File: src/rtl/pc_unit.sv
// pc_unit: program-counter stage fed by the control FSM's pc_en/pc_ld strobes.
// Handles increment, absolute jump, PC-relative branch, jump-and-link and
// (when the PC_RAS_EN macro is defined) a circular return-address stack.
// Without PC_RAS_EN no stack storage is built: ret is ignored, ras_empty
// reads 1 and ras_full/ras_err read 0.
// Handshake: there is no valid/ready pair; pc_en is a one-cycle strobe and
// every strobed operation completes in that cycle, result visible next cycle.
module pc_unit #(
    parameter int                 ADDR_W    = 16,
    parameter logic [ADDR_W-1:0]  RESET_VEC = '0,
    parameter int                 RAS_DEPTH = 4
) (
    input  logic              clk,
    input  logic              reset,
    input  logic              pc_en,
    input  logic              pc_ld,
    input  logic              rel,
    input  logic [ADDR_W-1:0] tgt_reg,
    input  logic [7:0]        disp,
    input  logic              link,
    input  logic              ret,
    output logic [ADDR_W-1:0] pc_out,
    output logic [ADDR_W-1:0] link_out,
    output logic              ras_empty,
    output logic              ras_full,
    output logic              ras_err
);

    typedef enum logic [2:0] {
        PH_IDLE,
        PH_INC,
        PH_LOAD_ABS,
        PH_LOAD_REL,
        PH_LOAD_RET
    } phase_e;

    phase_e            phase;
    logic              take_ret;
    logic              ras_hit;
    logic [ADDR_W-1:0] ras_top;
    logic [ADDR_W-1:0] disp_ext;
    logic [ADDR_W-1:0] pc_q, pc_d;
    logic [ADDR_W-1:0] link_q, link_d;

    assign disp_ext = {{(ADDR_W-8){disp[7]}}, disp};

`ifdef PC_RAS_EN
    localparam int PTR_W = $clog2(RAS_DEPTH);
    localparam int CNT_W = $clog2(RAS_DEPTH + 1);
    localparam logic [CNT_W-1:0] DEPTH_C = CNT_W'(RAS_DEPTH);

    logic [ADDR_W-1:0] ras_q [RAS_DEPTH];
    logic [ADDR_W-1:0] ras_d [RAS_DEPTH];
    logic [PTR_W-1:0]  top_q, top_d, top_inc;
    logic [CNT_W-1:0]  cnt_q, cnt_d;
    logic              empty_q, empty_d;
    logic              full_q, full_d;
    logic              err_q, err_d;
    logic              push, pop;

    assign take_ret = ret;
    assign ras_hit  = (cnt_q != '0);
    assign ras_top  = ras_q[top_q];
    assign top_inc  = top_q + PTR_W'(1);
    assign push     = pc_en & pc_ld & link;
    assign pop      = (phase == PH_LOAD_RET);

    // Stack update: pop, replace-top (link+ret), or circular push; flags follow next count.
    always_comb begin
        ras_d   = ras_q;
        top_d   = top_q;
        cnt_d   = cnt_q;
        err_d   = err_q;
        if (pop && !ras_hit) begin
            err_d = 1'b1;
        end
        if (pop && ras_hit && push) begin
            ras_d[top_q] = pc_q;
        end else if (pop && ras_hit) begin
            top_d = top_q - PTR_W'(1);
            cnt_d = cnt_q - CNT_W'(1);
        end else if (push) begin
            top_d          = top_inc;
            ras_d[top_inc] = pc_q;
            if (cnt_q != DEPTH_C) begin
                cnt_d = cnt_q + CNT_W'(1);
            end
        end
        empty_d = (cnt_d == '0);
        full_d  = (cnt_d == DEPTH_C);
    end

    // Stack pointer, count, flags and sticky error register.
    always_ff @(posedge clk) begin
        if (reset) begin
            top_q   <= '0;
            cnt_q   <= '0;
            empty_q <= 1'b1;
            full_q  <= 1'b0;
            err_q   <= 1'b0;
        end else begin
            top_q   <= top_d;
            cnt_q   <= cnt_d;
            empty_q <= empty_d;
            full_q  <= full_d;
            err_q   <= err_d;
        end
    end

    // Stack entries carry no reset; count decides which are meaningful.
    always_ff @(posedge clk) begin
        ras_q <= ras_d;
    end

    assign ras_empty = empty_q;
    assign ras_full  = full_q;
    assign ras_err   = err_q;
`else
    logic ret_unused;

    assign ret_unused = ret;
    assign take_ret   = 1'b0;
    assign ras_hit    = 1'b0;
    assign ras_top    = '0;
    assign ras_empty  = 1'b1;
    assign ras_full   = 1'b0;
    assign ras_err    = 1'b0;
`endif

    // Decode the strobes into this cycle's operation.
    always_comb begin
        phase = PH_IDLE;
        if (pc_en) begin
            if (!pc_ld)        phase = PH_INC;
            else if (take_ret) phase = PH_LOAD_RET;
            else if (rel)      phase = PH_LOAD_REL;
            else               phase = PH_LOAD_ABS;
        end
    end

    // Next PC per operation; link captures the pre-update PC on any linked load.
    always_comb begin
        pc_d   = pc_q;
        link_d = link_q;
        case (phase)
            PH_INC:      pc_d = pc_q + ADDR_W'(1);
            PH_LOAD_ABS: pc_d = tgt_reg;
            PH_LOAD_REL: pc_d = pc_q + disp_ext;
            PH_LOAD_RET: pc_d = ras_hit ? ras_top : tgt_reg;
            default:     pc_d = pc_q;
        endcase
        if (pc_en && pc_ld && link) begin
            link_d = pc_q;
        end
    end

    // PC and link registers; reset wins over any strobe.
    always_ff @(posedge clk) begin
        if (reset) begin
            pc_q   <= RESET_VEC;
            link_q <= '0;
        end else begin
            pc_q   <= pc_d;
            link_q <= link_d;
        end
    end

    assign pc_out   = pc_q;
    assign link_out = link_q;

endmodule

File: config.mk
export PLATFORM = sky130hd
export DESIGN_NAME = pc_unit
export DESIGN_NICKNAME = d
export VERILOG_FILES = /design/src/rtl/pc_unit.sv
export SDC_FILE = /design/constraint.sdc
export NUM_CORES = 1
export LEC_CHECK = 0
export CELL_PAD_IN_SITES_DETAIL_PLACEMENT = 1
export CELL_PAD_IN_SITES_GLOBAL_PLACEMENT = 1
export CORE_AREA = 3 3 88 90
export CTS_CLUSTER_DIAMETER = 50
export DETAILED_ROUTE_END_ITERATION = 10
export DIE_AREA = 0 0 91 93
export PLACE_DENSITY = 0.83
export SETUP_SLACK_MARGIN = 0.3
export SLEW_MARGIN = 20
export SYNTH_ARGS = -nofsm -noshare
export SYNTH_HDL_FRONTEND = slang
export SYNTH_SLANG_ARGS = --single-unit
File: constraint.sdc
create_clock -name clk -period 2.99 [get_ports clk]
set_input_delay 0.598 -clock clk [delete_from_list [all_inputs] [get_ports clk]]
set_output_delay 0.598 -clock clk [all_outputs]
set_load 0.01 [all_outputs]
; Word level (Yosys, flattened, before mapping)
; Index checks and enable logic that the tools add are counted.
; W data, S select, Z words.
[totals]
ff_bits = 32
input_bits = 31
output_inout_bits = 35
word_cells = 16
[op_classes]
reduce_logical = 4
add_sub_neg = 2
eq_ne = 4
mux = 4
[ops]
columns = cell, count
row1 = $pmux W16 S3, 1
row2 = $add A16 B1 Y16 const B, 1
row3 = $add A16 B16 Y16, 1
row4 = $eq A3 B2 Y1 const B, 2
row5 = $eq A3 B1 Y1 const B, 1
row6 = $eq A3 B3 Y1 const B, 1
row7 = $mux W3, 1
row8 = $reduce_bool A3 Y1, 1
row9 = $logic_and A1 B1 Y1, 2
row10 = $mux W2, 1
row11 = $reduce_or A2 Y1, 1
row12 = $mux W1, 1

; Depth between registers and ports, before layout
[depth]
depth_word = 6
depth_mapped = 12
mapped_depth_nobuf = 11

; Least setup slack after synthesis
; No wires, ideal clock.
[synth_timing]
kind = input to register
start = input pc_en
end = register pc_q[12], in the netlist pc_out[12]
setup_ps = 81
stages = 12
slack_ps = -140
n_path_buf = 1
required_time_ps = 2909
arrival_time_ps = 3049
path_cell_list = clkbuf_1 > and3_1 > nand2b_1 > ha_1 > fa_1 > a21o_1 > a21oi_2 > o21ai_1 > nand2_1 > mux2i_1 > or4_1 > a41oi_1
[synth_via]
elab_chain_len = 4
word_cells_on_any_way = 8
cone_classes = 4 x eq/ne / 2 x mux / 2 x reduce/logical
[synth_rtl]
columns = element, line
row1 = "start, declared", 15  ; input logic pc_en,
row2 = $mux W3 *, 133  ; if (pc_en) begin
row3 = $eq A3 B3 Y1 / $eq A3 B2 Y1 (equally long branches), 145  ; case (phase)
row4 = $reduce_or A2 Y1 (no line), -
row5 = $pmux W16 S3 / $reduce_bool A3 Y1 (equally long branches), -
row6 = "end signal, assigned", 163  ; pc_q <= pc_d;
row7 = "end, declared", 42  ; logic [ADDR_W-1:0] pc_q, pc_d;
; Mark *: on every way between the ends. The rest lies on a longest branch, timed or not.
; A chain may end at the register's enable or synchronous reset.

; Worst setup path after layout
[layout_timing]
start = input rel
end = register pc_q[14], in the netlist pc_out[14]
[layout_via]
elab_chain_len = 6
word_cells_on_any_way = 10
cone_classes = 4 x eq/ne / 4 x mux / 2 x reduce/logical
[layout_rtl]
columns = element, line
row1 = "start, declared", 17  ; input logic rel,
row2 = $mux W1 *, 136  ; else if (rel) phase = PH_LOAD_REL;
row3 = $mux W2 *, 134  ; if (!pc_ld) phase = PH_INC;
row4 = $mux W3 *, 133
row5 = $eq A3 B3 Y1 / $eq A3 B2 Y1 (equally long branches), 145
row6 = $reduce_or A2 Y1 (no line), -
row7 = $pmux W16 S3 / $reduce_bool A3 Y1 (equally long branches), -
; Marked as above.

==> run_results.csv <==
group,metric,value,unit
flow_run,cap_viol_max_count,0,
place,hpwl,5.11,mm
detailed_routing,drt-total-wl,7.61,mm
detailed_routing,wl_met1,3.18,mm
worst_setup_path,critPathMaxStageDelay,0.36,ns
power,irDropWorstVdd,0.000162,V
cts,cts_sinks,32,
power,seqPwrFrac,39.3,%
worst_setup_path,required,3.15,ns
logic_synthesis,synth_area,2000,sq um
finish,area_growth_syn_to_layout,56.8,%
logic_synthesis,synth_edf_count,0,
power,p_int,891,uW
detailed_routing,dr_wl_met3,324,um
global_routing,grt_overflow_total,0,
detailed_routing,routed-via-count,2264,
global_routing,grt_pass1_wl,11.8,mm
power,p_leak,0.00117,uW
logic_synthesis,synth_seq_cells,32,
place,portBuffers,61,
finish,nNetsFinal,385,
status,outcome,"completed",
finish,regArea,641,sq um
worst_setup_path,timing.rr.start,"pc_out[0]",
worst_setup_path,r2r-end,"pc_out[14]",
worst_setup_path,arrival,2.79,ns
sta,min_period,2.63,ns
place,dp_slack,-0.464,ns
finish,antenna_cells,0,
logic_synthesis,yosysWarnings,0,
detailed_routing,wl_per_cell,17.1,um
detailed_routing,ant_nets,0,
floorplan,coreArea,7140,sq um
power,p_sw,341,uW
sta,setup_viol,0,
floorplan,dieArea,8460,sq um
finish,final_core_util,43.9,%
cts,cts_buffer_depth,2,
finish,fill_cells,881,
detailed_routing,highest_layer,"met4",
sta,finClkSkew,0.0105,ns
sta,rsz0062_at_grt,"yes",
sta,maxSlewViolCount,0,
logic_synthesis,async_flop_share,0,%
logic_synthesis,syn_area_per_cell,7.49,sq um
worst_setup_path,path_cells,"buf_2 > and3_4 > and2_4 > buf_4 > fa_2 > a21o_1 > a21oi_2 > o21ai_2 > buf_4 > buf_4 > a31oi_2 > mux2i_1 > o311ai_1",
cts,cts_buffers,5,
power,swShare,27.7,%
cts,cts_root_buffer,"clkbuf_8",
worst_setup_path,worstSetupEndpointType,"flip-flop",
cts,clock_latency,0.29,ns
logic_synthesis,ys.flop_type,"dfxtp_1",
detailed_routing,drc,0,
worst_setup_path,cpMostUsedCell,"buf_4",
logic_synthesis,synth_cell_type_count,48,
place,gp_congestion,0.766,
sta,timing.slew.headroom,45.7,%
global_routing,antenna_found_initial,0,
finish,multi_input_area,1400,sq um
global_routing,grt_use_total,17.4,%
power,power_frac_comb,22.6,%
sta,final.period_utilization,88.0,%
min_path,min_from,"link_out[14]",
min_path,min_to,"link_out[14]",
power,p_per_area,393,nW/um^2
detailed_routing,dr.pass1.iters,4,
logic_synthesis,seq_area_frac_synth,32.0,%
worst_setup_path,crit_path_max_fanout,4,
global_routing,first_global_vias,2406,
sta,fmax,0.380,GHz
cts,cts_tree,"done",
floorplan,die_w,91,um
floorplan,initial_core_util,28.0,%
worst_setup_path,r2r_slack,0.69,ns
min_path,hold_path.class,"flip-flop to flip-flop",
finish,drive_gt1_share,21.0,%
floorplan,io_pins,66,
power,p_clk_share,38.1,%
cts,cts_max_level,2,
worst_setup_path,rr_worst_depth,10,
floorplan,die_h,93,um
worst_setup_path,critPathSlowestCell,"fa_2",
worst_setup_path,start_kind,"input pin",
sta,hold_viol,0,
cts,clk_pin_slew,0.08,ns
worst_setup_path,path_buf_inv,4,
min_path,min_path_cells,2,
floorplan,placementRows,31,
sta,worstMarginPinSlew,0.813,ns
logic_synthesis,syn_inst,267,
detailed_routing,initialDrtViolationCount,175,
worst_setup_path,cp_top_family,"compound AO/OA/AOI/OAI gates",
sta,fin_ws,0.360,ns
global_routing,grt_max_degree,25,
detailed_routing,viasPerCell,5.08,
sta,holdWs,0.458,ns
detailed_routing,wl_met2,3.95,mm
worst_setup_path,crit_type,"input pin to flip-flop",
==> synthesized netlist by cell type (2+ instances only) <==
| master | count | share of area (%) |
|---|---|---|
| o22ai_1 | 2 | 0.63 |
| nand2_1 | 65 | 12 |
| mux2_1 | 2 | 1.1 |
| dfxtp_1 | 32 | 32 |
| a311oi_1 | 5 | 2.2 |
| and3_1 | 3 | 0.94 |
| a22oi_1 | 2 | 0.75 |
| xnor2_1 | 7 | 3.1 |
| nor3_1 | 3 | 0.75 |
| or4_1 | 2 | 0.75 |
| mux2i_1 | 9 | 4.5 |
| o21ai_1 | 2 | 0.50 |
| conb_1 | 2 | 0.38 |
| nor2_1 | 17 | 3.2 |
| inv_1 | 3 | 0.56 |
| nand3_1 | 6 | 1.5 |
| a21oi_1 | 21 | 5.3 |
| a211oi_1 | 4 | 1.5 |
| buf_4 | 4 | 1.5 |
| or3_1 | 7 | 2.2 |
| a21oi_2 | 2 | 0.88 |
| or2_2 | 2 | 0.63 |
| clkbuf_1 | 14 | 2.6 |
| buf_2 | 2 | 0.50 |
| a31oi_1 | 6 | 1.9 |
| o21bai_1 | 2 | 0.75 |
| a21o_1 | 2 | 0.75 |
| o21ai_0 | 4 | 1.0 |
| and2_1 | 8 | 2.5 |
| nand4_1 | 3 | 0.94 |
| ha_1 | 7 | 4.4 |
==> power by group through the flow <==
stage	clock (uW)	combinational [uW]	sequential [uW]
after floorplan	0	127	484
after global placement	0	241	489
after detailed placement	0	251	490
after CTS	475	263	482
after global routing	489	301	488
final	469	279	484
==> cells by family after synthesis <==
kind of cell	Yosys count	synth area share (%)
AOI/OAI and AO/OA	59	19.1
xor gates and xnor gates	7	3.07
adders and majority gates	8	5.38
buffers and inverters	24	5.38
DFF	32	32.0
muxes	12	6.20
other	2	0.376
and+or+nand+nor	123	28.5
==> per-stage QoR <==
stage,total power [uW],cells,cell area [sq um],setup TNS [ns]
after CTS,1220,445,3050,0
after global placement,730,431,2840,-3.18
after floorplan,611,268,2040,0
after detailed placement,741,431,2840,-4.31
after global routing,1280,446,3130,0
final,1230,446,3130,0
==> placed cells by master (no fill, tap or decap), types with 3 or more instances in the layout <==
| cell type | n |
|---|---|
| clkdlybuf4s50_1 | 56 |
| nand4_1 | 3 |
| ha_1 | 3 |
| inv_1 | 3 |
| nand2_1 | 63 |
| conb_1 | 3 |
| clkbuf_8 | 7 |
| a21oi_2 | 3 |
| a31oi_1 | 5 |
| o21ai_2 | 3 |
| or3_1 | 7 |
| a21oi_1 | 19 |
| nor3_1 | 3 |
| dfxtp_1 | 32 |
| a211oi_1 | 3 |
| and2_1 | 6 |
| ha_4 | 4 |
| buf_4 | 32 |
| nor2_1 | 15 |
| mux2i_1 | 8 |
| xnor2_1 | 7 |
| a311oi_1 | 5 |
| nand3_1 | 6 |
==> worst max-delay path by stage <==
stage | start | end | slack, ns | depth (start not counted)
floorplan | pc_en | pc_out[8] | 0.18 | 12
global placement | pc_ld | pc_out[8] | -0.36 | 12
detailed placement | pc_ld | pc_out[15] | -0.46 | 12
CTS | pc_ld | pc_out[8] | 0.31 | 12
global route | pc_ld | pc_out[6] | 0.26 | 14
finish | rel | pc_out[14] | 0.36 | 13
==> registers in the layout, summed over array words and instances, names as in the netlist <==
register / count
link_out: 16
pc_out: 16
==> worst min-delay path, delay by kind of cell (launching register included) <==
| family | cells | cell delay (ns) |
|---|---|---|
| AND/OR/NAND/NOR | 1 | 0.05 |
| flip-flops | 1 | 0.31 |
| AO/OA/AOI/OAI | 1 | 0.05 |
==> area by class of cell <==
class | instances | share of cell area [%]
Timing Repair Buffer | 92 | 26.4
Multi-Input combinational cell | 212 | 44.8
Sequential cell | 32 | 20.4
Clock buffer | 7 | 3.07
Inverter | 3 | 0.359
Tap cell | 99 | 3.95
Clock inverter | 1 | 0.958
==> timing repair <==
item	4_1_cts	5_1_grt
gates resized for setup	24	17
hold buffers	0	0
pin swaps	11	17
setup endpoints to repair	12	10
setup buffers	6	1
endpoints found under the hold margin	0	0
==> metal layers <==
layer,GRT usage (%),up-vias
li1,-,1091
met1,21.0,1094
met2,30.8,64
met3,2.65,15
met4,6.91,0
met5,0,-
Power figures use the tool's default switching activity.
